**src/rtl/uart_rx_ctrl.sv**
```systemverilog
// UART receive controller: baud-tick generator, receiver fetch FSM, byte FIFO and sticky flags.
// Define UART_RX_CTRL_IRQ_EN to build the registered interrupt output; otherwise irq is 0.
module uart_rx_ctrl #(
   parameter int unsigned DEPTH  = 4,
   parameter int unsigned BAUD_W = 13
) (
   input  logic              PCLK,
   input  logic              PRESETN,
   input  logic [BAUD_W-1:0] baud_val,
   output logic              baud_tick,
   input  logic              rx_rdy,
   input  logic [7:0]        rx_data,
   input  logic              rx_perr,
   input  logic              rx_ferr,
   input  logic              rx_ovf,
   output logic              rx_read,
   input  logic              rd_en,
   output logic [7:0]        rd_data,
   output logic              fifo_empty,
   output logic              fifo_full,
   output logic              perr_st,
   output logic              ferr_st,
   output logic              ovf_st,
   input  logic              clr_status,
   output logic              irq
);

   localparam int unsigned AW = (DEPTH > 1) ? $clog2(DEPTH) : 1;
   localparam int unsigned CW = AW + 1;

   typedef enum logic [1:0] {StIdle, StFetch, StWait} state_e;

   state_e            state_q;
   logic              rx_read_q;
   logic [BAUD_W-1:0] baud_cnt_q;
   logic              baud_ld_q;
   logic              baud_tick_q;
   logic [BAUD_W-1:0] baud_cur;
   logic [7:0]        mem_q [DEPTH];
   logic [AW-1:0]     wptr_q, rptr_q;
   logic [CW-1:0]     count_q, count_d;
   logic              empty_q, full_q;
   logic              push, pop, drop;
   logic              perr_q, ferr_q, ovf_q;
   logic              perr_d, ferr_d, ovf_d;

   // Out of reset the counter behaves as if it holds baud_val, without an async load of an input.
   assign baud_cur = baud_ld_q ? baud_val : baud_cnt_q;

   always_ff @(posedge PCLK or negedge PRESETN) begin
      if (!PRESETN) begin
         baud_cnt_q  <= '0;
         baud_ld_q   <= 1'b1;
         baud_tick_q <= 1'b0;
      end else begin
         baud_ld_q <= 1'b0;
         if (baud_cur == '0) begin
            baud_cnt_q  <= baud_val;
            baud_tick_q <= 1'b1;
         end else begin
            baud_cnt_q  <= baud_cur - BAUD_W'(1);
            baud_tick_q <= 1'b0;
         end
      end
   end

   always_ff @(posedge PCLK or negedge PRESETN) begin
      if (!PRESETN) begin
         state_q   <= StIdle;
         rx_read_q <= 1'b0;
      end else begin
         rx_read_q <= 1'b0;
         case (state_q)
            StIdle: begin
               if (rx_rdy) begin
                  state_q   <= StFetch;
                  rx_read_q <= 1'b1;
               end
            end
            StFetch: state_q <= StWait;
            StWait:  if (!rx_rdy) state_q <= StIdle;
            default: state_q <= StIdle;
         endcase
      end
   end

   // A pop in the fetch cycle frees the slot the fetched byte lands in.
   assign push = (state_q == StFetch) && (!full_q || rd_en);
   assign drop = (state_q == StFetch) && full_q && !rd_en;
   assign pop  = rd_en && !empty_q;

   always_comb begin
      count_d = count_q;
      if (push && !pop) begin
         count_d = count_q + CW'(1);
      end else if (pop && !push) begin
         count_d = count_q - CW'(1);
      end
   end

   always_ff @(posedge PCLK) begin
      if (push) mem_q[wptr_q] <= rx_data;
   end

   always_ff @(posedge PCLK or negedge PRESETN) begin
      if (!PRESETN) begin
         wptr_q  <= '0;
         rptr_q  <= '0;
         count_q <= '0;
         empty_q <= 1'b1;
         full_q  <= 1'b0;
      end else begin
         if (push) wptr_q <= wptr_q + AW'(1);
         if (pop)  rptr_q <= rptr_q + AW'(1);
         count_q <= count_d;
         empty_q <= (count_d == '0);
         full_q  <= (count_d == CW'(DEPTH));
      end
   end

   // Set wins over a coincident clear.
   assign perr_d = (perr_q & ~clr_status) | rx_perr;
   assign ferr_d = (ferr_q & ~clr_status) | rx_ferr;
   assign ovf_d  = (ovf_q & ~clr_status) | rx_ovf | drop;

   always_ff @(posedge PCLK or negedge PRESETN) begin
      if (!PRESETN) begin
         perr_q <= 1'b0;
         ferr_q <= 1'b0;
         ovf_q  <= 1'b0;
      end else begin
         perr_q <= perr_d;
         ferr_q <= ferr_d;
         ovf_q  <= ovf_d;
      end
   end

`ifdef UART_RX_CTRL_IRQ_EN
   logic irq_q;

   // Built from next-state values so irq lines up with the flags it summarises.
   always_ff @(posedge PCLK or negedge PRESETN) begin
      if (!PRESETN) begin
         irq_q <= 1'b0;
      end else begin
         irq_q <= (count_d != '0) | perr_d | ferr_d | ovf_d;
      end
   end

   assign irq = irq_q;
`else
   assign irq = 1'b0;
`endif

   assign baud_tick  = baud_tick_q;
   assign rx_read    = rx_read_q;
   assign rd_data    = mem_q[rptr_q];
   assign fifo_empty = empty_q;
   assign fifo_full  = full_q;
   assign perr_st    = perr_q;
   assign ferr_st    = ferr_q;
   assign ovf_st     = ovf_q;

endmodule
```
**config.mk**
```make
export PLATFORM = sky130hd
export DESIGN_NAME = uart_rx_ctrl
export DESIGN_NICKNAME = d
export VERILOG_FILES = /design/src/rtl/uart_rx_ctrl.sv
export SDC_FILE = /design/constraint.sdc
export NUM_CORES = 1
export LEC_CHECK = 0
export CAP_MARGIN = 20
export CORE_ASPECT_RATIO = 1.5
export CORE_UTILIZATION = 55
export CTS_CLUSTER_SIZE = 16
export DETAILED_ROUTE_END_ITERATION = 12
export PLACE_DENSITY = 0.8
export SYNTH_ARGS = -nofsm -noshare
export SYNTH_HDL_FRONTEND = slang
export SYNTH_SLANG_ARGS = --single-unit
export TNS_END_PERCENT = 1
```
**constraint.sdc**
```tcl
create_clock -name PCLK -period 4.4 [get_ports PCLK]
set_input_delay 0.88 -clock PCLK [delete_from_list [all_inputs] [get_ports PCLK]]
set_output_delay 0.88 -clock PCLK [all_outputs]
set_load 0.01 [all_outputs]
```
### Word level (Yosys, flattened, before mapping)

Memories as Yosys holds them, arrays and structs flattened.
Index checks and enable logic that the tools add are counted.

* flip-flop bits (word level): 30
* RAM bits: 32
* input port bits: 29
* output and inout bits: 16
* logic and storage cells: 60
* memories: 1

Memories
* mem_q: depth 4, width 8, read ports 1, clocked after Yosys merged registers in 0, write ports 1, RTL line 39 `logic [7:0] mem_q [DEPTH];`

* add/sub/neg operators: 5
* equality and inequality tests: 5
* multiplexer cells: 12
* bitwise logic cells: 8
* reduce and logical (&&, ||, !) cells: 16

Operators with widths (count)
* two-way mux 13 bit: 2
* logical NOT 13 bit: 1
* subtractor 13 x 1 -> 13 bit (second input constant): 1
* logical AND 1 bit: 6
* two-way mux 3 bit: 2
* one-hot mux 2 bit (3 select lines): 1
* logical NOT 1 bit: 5
* two-way mux 1 bit: 5
* adder 2 x 1 -> 2 bit (second input constant): 2
* two-way mux 2 bit: 2
* inequality test 2 bit (second input constant): 2
* bitwise OR 1 bit: 4
* adder 3 x 1 -> 3 bit (second input constant): 1
* bitwise AND 1 bit: 3
* == test 3 bit (second input constant): 1
* logical NOT 3 bit: 1
* subtractor 3 x 1 -> 3 bit (second input constant): 1
* == test 2 x 1 -> 1 bit (second input constant): 1
* == test 2 bit (second input constant): 1
* logical NOT 2 bit: 1
* AND reduction 2 bit: 1
* logical OR 1 bit: 1
* inverter 1 bit: 1

### Longest topological paths before layout

* depth in word-level cells: 8
* mapped depth: 11

### Least setup slack after synthesis

No wires, ideal clock.

* path kind: reg2reg
* from: register baud_ld_q
* to: register baud_cnt_q[4]
* library setup time: 0.126 ns
* data arrival time: 2.517 ns
* setup slack: 1.757 ns
* stages on the path, launching flop included: 11
* buffers on the path: 2
* period minus slack after synthesis: 2.643 ns
* cells stage by stage: dfstp_2 buf_2 buf_1 mux2i_1 ha_1 nor4bb_1 a22o_1 o211ai_2 inv_1 o21ai_0 a221o_1

* cells in the longest elaborated chain, start to end: 3
* elaborated cells on any way between the ends: 4
* classes of those cells: 1 x add/sub; 2 x mux; 1 x reduce/logical

RTL lines
* start, declared: RTL line 36 `logic baud_ld_q;`
* start signal, assigned: RTL line 53 `baud_ld_q <= 1'b1;`
* start signal, assigned: RTL line 56 `baud_ld_q <= 1'b0;`
* two-way mux 13 bit *: RTL line 48 `assign baud_cur = baud_ld_q ? baud_val : baud_cnt_q;`
* subtractor 13 x 1 -> 13 bit / logical NOT 13 bit (equally long branches): RTL line 61, 57
* two-way mux 13 bit *: RTL line 57 `if (baud_cur == '0) begin`
* end signal, assigned: RTL line 58 `baud_cnt_q <= baud_val;`
* end signal, assigned: RTL line 61 `baud_cnt_q <= baud_cur - BAUD_W'(1);`
* end, declared: RTL line 35 `logic [BAUD_W-1:0] baud_cnt_q;`

Every way passes the cells marked *; elsewhere a longest branch is shown, timed or not.
A chain may end at the register's enable or synchronous reset.

### Final worst setup path

* from: input port baud_val[0]
* to: register baud_cnt_q[4]

* cells in the longest elaborated chain, start to end: 3
* elaborated cells on any way between the ends: 4
* classes of those cells: 1 x add/sub; 2 x mux; 1 x reduce/logical

RTL lines
* start, declared: RTL line 9 `input logic [BAUD_W-1:0] baud_val,`
* two-way mux 13 bit *: RTL line 48
* subtractor 13 x 1 -> 13 bit / logical NOT 13 bit (equally long branches): RTL line 61, 57
* two-way mux 13 bit *: RTL line 57

Marks and branches as above.

==> flow_summary.html <==
<table>
<tr><th>Metric</th><th>Value</th></tr>
<tr><th colspan="2">Detailed routing</th></tr>
<tr><td>Count of TritonRoute iterations in the first routing pass</td><td>4</td></tr>
<tr><td>Detailed-route DRC error count</td><td>0</td></tr>
<tr><td>Detail-routed via count per cell</td><td>5.84</td></tr>
<tr><td>Detail-routed net length per standard cell</td><td>16.6 um</td></tr>
<tr><td>Via count of the routed design</td><td>2161</td></tr>
<tr><td>DRT Wirelength</td><td>6130 um</td></tr>
<tr><td>Number of nets with antenna violations after detailed routing</td><td>0</td></tr>
<tr><td>Drt initial violations</td><td>162</td></tr>
<tr><th colspan="2">Layout</th></tr>
<tr><td>Share of layout cells above drive strength 1</td><td>17.7%</td></tr>
<tr><td>Antenna diodes</td><td>0</td></tr>
<tr><td>End-of-flow core utilization</td><td>70.4%</td></tr>
<tr><td>Most common library cell in the layout ignoring fill and taps</td><td>clkdlybuf4s50_1</td></tr>
<tr><td>Filler Cells Inserted</td><td>424</td></tr>
<tr><td>Area Growth Syn to Fin</td><td>22.3%</td></tr>
<tr><td>Commonest cells after routing, fill and taps aside</td><td>43 x clkdlybuf4s50_1, 32 x edfxtp_1, 28 x dfrtp_1</td></tr>
<tr><td># nets final</td><td>332</td></tr>
<tr><th colspan="2">Synthesis</th></tr>
<tr><td>Count of distinct cell types in the synthesized netlist</td><td>65</td></tr>
<tr><td>Share of the synthesized area in the top cell type</td><td>30.2%</td></tr>
<tr><td>Ys flop type</td><td>edfxtp_1</td></tr>
<tr><td>Area of the mapped netlist</td><td>3180 sq um</td></tr>
<tr><td>Gate count after technology mapping</td><td>246</td></tr>
<tr><td>Number of enable-type register cells in the synthesized netlist</td><td>32</td></tr>
<tr><td>Synth area leaders</td><td>edfxtp_1 30%, dfrtp_1 22%, mux4_2 5.7%</td></tr>
<tr><td>Syn Area/Cell</td><td>12.9 sq um</td></tr>
<tr><td>Synth warn</td><td>0</td></tr>
<tr><td>Share of async-settable or async-resettable flops after synthesis</td><td>48.4%</td></tr>
<tr><td>Cell taking the most area after synthesis</td><td>edfxtp_1</td></tr>
<tr><td>Register area share after synthesis</td><td>53.9%</td></tr>
<tr><td>Register bit total from synthesis</td><td>62</td></tr>
<tr><th colspan="2">Placed design</th></tr>
<tr><td>Total of buffers placed on input and output ports</td><td>43</td></tr>
<tr><td>Worst slack at placement</td><td>0.794 ns</td></tr>
<tr><td>Dpl hpwl</td><td>4370 um</td></tr>
<tr><td>Routability congestion estimate</td><td>0.827</td></tr>
<tr><th colspan="2">Die</th></tr>
<tr><td>Die boundary width</td><td>64.1 um</td></tr>
<tr><td>DIE AREA</td><td>6100 sq um</td></tr>
<tr><td>Std-Cell Core Area</td><td>5530 sq um</td></tr>
<tr><td>Die height</td><td>95.2 um</td></tr>
<tr><td>Top Ports</td><td>45</td></tr>
<tr><td>Initial standard-cell utilization of the core</td><td>57.5%</td></tr>
<tr><td>Row count</td><td>33</td></tr>
<tr><th colspan="2">Timing</th></tr>
<tr><td>Final period util</td><td>74.8%</td></tr>
<tr><td>Count of endpoints failing hold in the final timing report</td><td>0</td></tr>
<tr><td>Unrepaired setup endpoints after global routing</td><td>no</td></tr>
<tr><td>Top achievable clock speed</td><td>304 MHz</td></tr>
<tr><td>Setup Viol. Count Final</td><td>0</td></tr>
<tr><td>Hold WS</td><td>0.483 ns</td></tr>
<tr><td>Final WS setup</td><td>1.11 ns</td></tr>
<tr><td>Max-slew violation count</td><td>0</td></tr>
<tr><td>Transition time at the pin with the least slew margin</td><td>0.679 ns</td></tr>
<tr><td>Final setup skew</td><td>0.00816 ns</td></tr>
<tr><td>Shortest period the worst path allows</td><td>3.29 ns</td></tr>
<tr><td>Relative slew margins</td><td>54.7%</td></tr>
<tr><td>Final setup TNS</td><td>0 ns</td></tr>
<tr><th colspan="2">Critical path</th></tr>
<tr><td>Req. time, crit path</td><td>4.61 ns</td></tr>
<tr><td>Worst r2r dst</td><td>baud_cnt_q[4]$_DFF_PN0_</td></tr>
<tr><td>Crit-path max FO</td><td>13</td></tr>
<tr><td>Flop2flop setup slack</td><td>1.56 ns</td></tr>
<tr><td>Crit start category</td><td>input port</td></tr>
<tr><td>Length in cells of the worst reg-to-reg path</td><td>8</td></tr>
<tr><td>Start-to-end type of the worst setup path</td><td>in -&gt; reg</td></tr>
<tr><td>CP Data Arrival Time</td><td>3.50 ns</td></tr>
<tr><td>Capturing instance or port of the critical path</td><td>baud_cnt_q[4]$_DFF_PN0_</td></tr>
<tr><td>Endpoint class of the critical path</td><td>flop</td></tr>
<tr><td>Worst setup startpoint</td><td>baud_val[0]</td></tr>
<tr><td>Launch point of the worst reg-to-reg path</td><td>baud_ld_q$_DFF_PN1_</td></tr>
<tr><th colspan="2">GRT</th></tr>
<tr><td>Global-route wire length before repair</td><td>10000 um</td></tr>
<tr><td>GRT Util Overall</td><td>22.2%</td></tr>
<tr><td>Initial antenna violation count</td><td>0</td></tr>
<tr><td>Total congestion overflow</td><td>0</td></tr>
<tr><td>Maximum number of pins on one net before global-route repair</td><td>31</td></tr>
<tr><td>Number of global-route vias before repair</td><td>2105</td></tr>
<tr><th colspan="2">Power and ir drop</th></tr>
<tr><td>Leakage power figure</td><td>1.45 nW</td></tr>
<tr><td>Power density over the cells</td><td>490 nW/um^2</td></tr>
<tr><td>Design Power</td><td>1.91 mW</td></tr>
<tr><td>Maximum VDD drop</td><td>0.000312 V</td></tr>
<tr><th colspan="2">Clocking</th></tr>
<tr><td>Clock latency of the later-clocked register in the worst-skew pair</td><td>0.33 ns</td></tr>
<tr><td>Clock tree from TritonCTS</td><td>built</td></tr>
<tr><td>Clock root cell</td><td>clkbuf_8</td></tr>
<tr><td>CTS Hold Buffers Added</td><td>0</td></tr>
<tr><td>TritonCTS buffer count</td><td>9</td></tr>
<tr><td>Buffer depth of the longest clock path</td><td>2</td></tr>
<tr><td>Clock H-tree levels</td><td>3</td></tr>
<tr><td>Clock-pin transition on the worst setup and hold timing paths</td><td>0.07 ns</td></tr>
<tr><td>Clock Sinks</td><td>62</td></tr>
<tr><td>Number of resized instances in the post-cts repair step</td><td>0</td></tr>
<tr><td>Buffers inserted during post-CTS setup optimization</td><td>0</td></tr>
<tr><th colspan="2">Worst hold path</th></tr>
<tr><td>Worst hold path type</td><td>reg -&gt; reg</td></tr>
<tr><th colspan="2">Run</th></tr>
<tr><td>Max-cap check violation count</td><td>0</td></tr>
<tr><th colspan="2">Status</th></tr>
<tr><td>Outcome</td><td>complete, no violations</td></tr>
</table>
[logic make-up (layout without fill, tap and decap cells)]
| logic type | count (synthesis) | after routing | share of synthesized area, % |
|---|---|---|---|
| simple gates | 80 | 80 | 17.4 |
| flops | 62 | 62 | 53.9 |
| compound gates | 49 | 49 | 11.4 |
| buf+inv | 20 | 73 | 3.11 |
| mux | 14 | 14 | 7.74 |
| xor+xnor | 12 | 12 | 3.30 |
| fa+ha+maj | 8 | 8 | 3.14 |
| other cells | 1 | 2 | 0.118 |
[metal layers]
layer / global-route usage (%) / part of all wire [%]
met5: 0 / 0
met4: 11.9 / 1.8
met2: 40.2 / 54
met1: 24.5 / 40
met3: 4.31 / 4.2
[how the worst min path moves through the flow]
stage,startpoint,to,slack (ns),cells after the start
after floorplan,state_q[0]$_DFFE_PN0P_,rx_read$_DFF_PN0_,0.45,1
after global placement,perr_st$_DFF_PN0_,perr_st$_DFF_PN0_,0.46,1
after detailed placement,perr_st$_DFF_PN0_,perr_st$_DFF_PN0_,0.46,1
after CTS,perr_st$_DFF_PN0_,perr_st$_DFF_PN0_,0.48,1
after global routing,state_q[0]$_DFFE_PN0P_,state_q[0]$_DFFE_PN0P_,0.50,1
final,perr_st$_DFF_PN0_,perr_st$_DFF_PN0_,0.48,1
[synthesized netlist by cell type (all sizes together) (2+ instances only)]
library cell / n
edfxtp: 32
dfrtp: 28
nor2: 15
inv: 11
o21ai: 11
nor3: 10
nor3b: 9
nor4: 9
and2: 8
buf: 8
ha: 8
mux4: 8
nand2: 8
o22ai: 7
xnor2: 7
a21oi: 6
or2: 5
xor2: 5
mux2i: 4
nand2b: 4
nor2b: 3
o211ai: 3
o31a: 3
a21o: 2
a31oi: 2
dfstp: 2
mux2: 2
nor4b: 2
o221ai: 2
or3: 2
[flip-flops by register name, indices dropped and copies added (netlist names)]
register	cells
wptr_q	2
mem_q	32
baud_tick	1
ovf_st	1
baud_cnt_q	13
rptr_q	2
ferr_st	1
rx_read	1
state_q	2
baud_ld_q	1
perr_st	1
fifo_full	1
fifo_empty	1
count_q	3
[worst max-delay path, cell delays in order]
cell             delay [ns]
clkdlybuf4s50_1        0.48
mux2i_1                0.26
ha_1                   0.21
nor4bb_1               0.29
a22o_1                 0.23
o211ai_2               0.27
inv_1                  0.39
o21ai_0                0.17
a221o_1                0.31
[area by class of cell]
type	instances	area, sq um	area share [%]
clock buffers	9	124	3.18
well taps	70	87.6	2.25
multi-input cells	165	1370	35.3
clock inverters	7	98.8	2.54
repair buffers	46	453	11.6
flip-flops and latches	62	1710	44.0
inverters	11	41.3	1.06
[power by group]
group / total [mW] / internal, mW / leakage [nW] / switching (mW)
clock: 0.546 / 0.320 / 0.109 / 0.225
combinational: 0.530 / 0.300 / 0.693 / 0.231
sequential: 0.833 / 0.724 / 0.643 / 0.109
[metrics by stage]
step	instances	area [sq um]
floorplan	247	3190
global placement	354	3670
detailed placement	354	3670
CTS	370	3890
global route	370	3890
finish	370	3890
(Power assumes the default switching activity.)
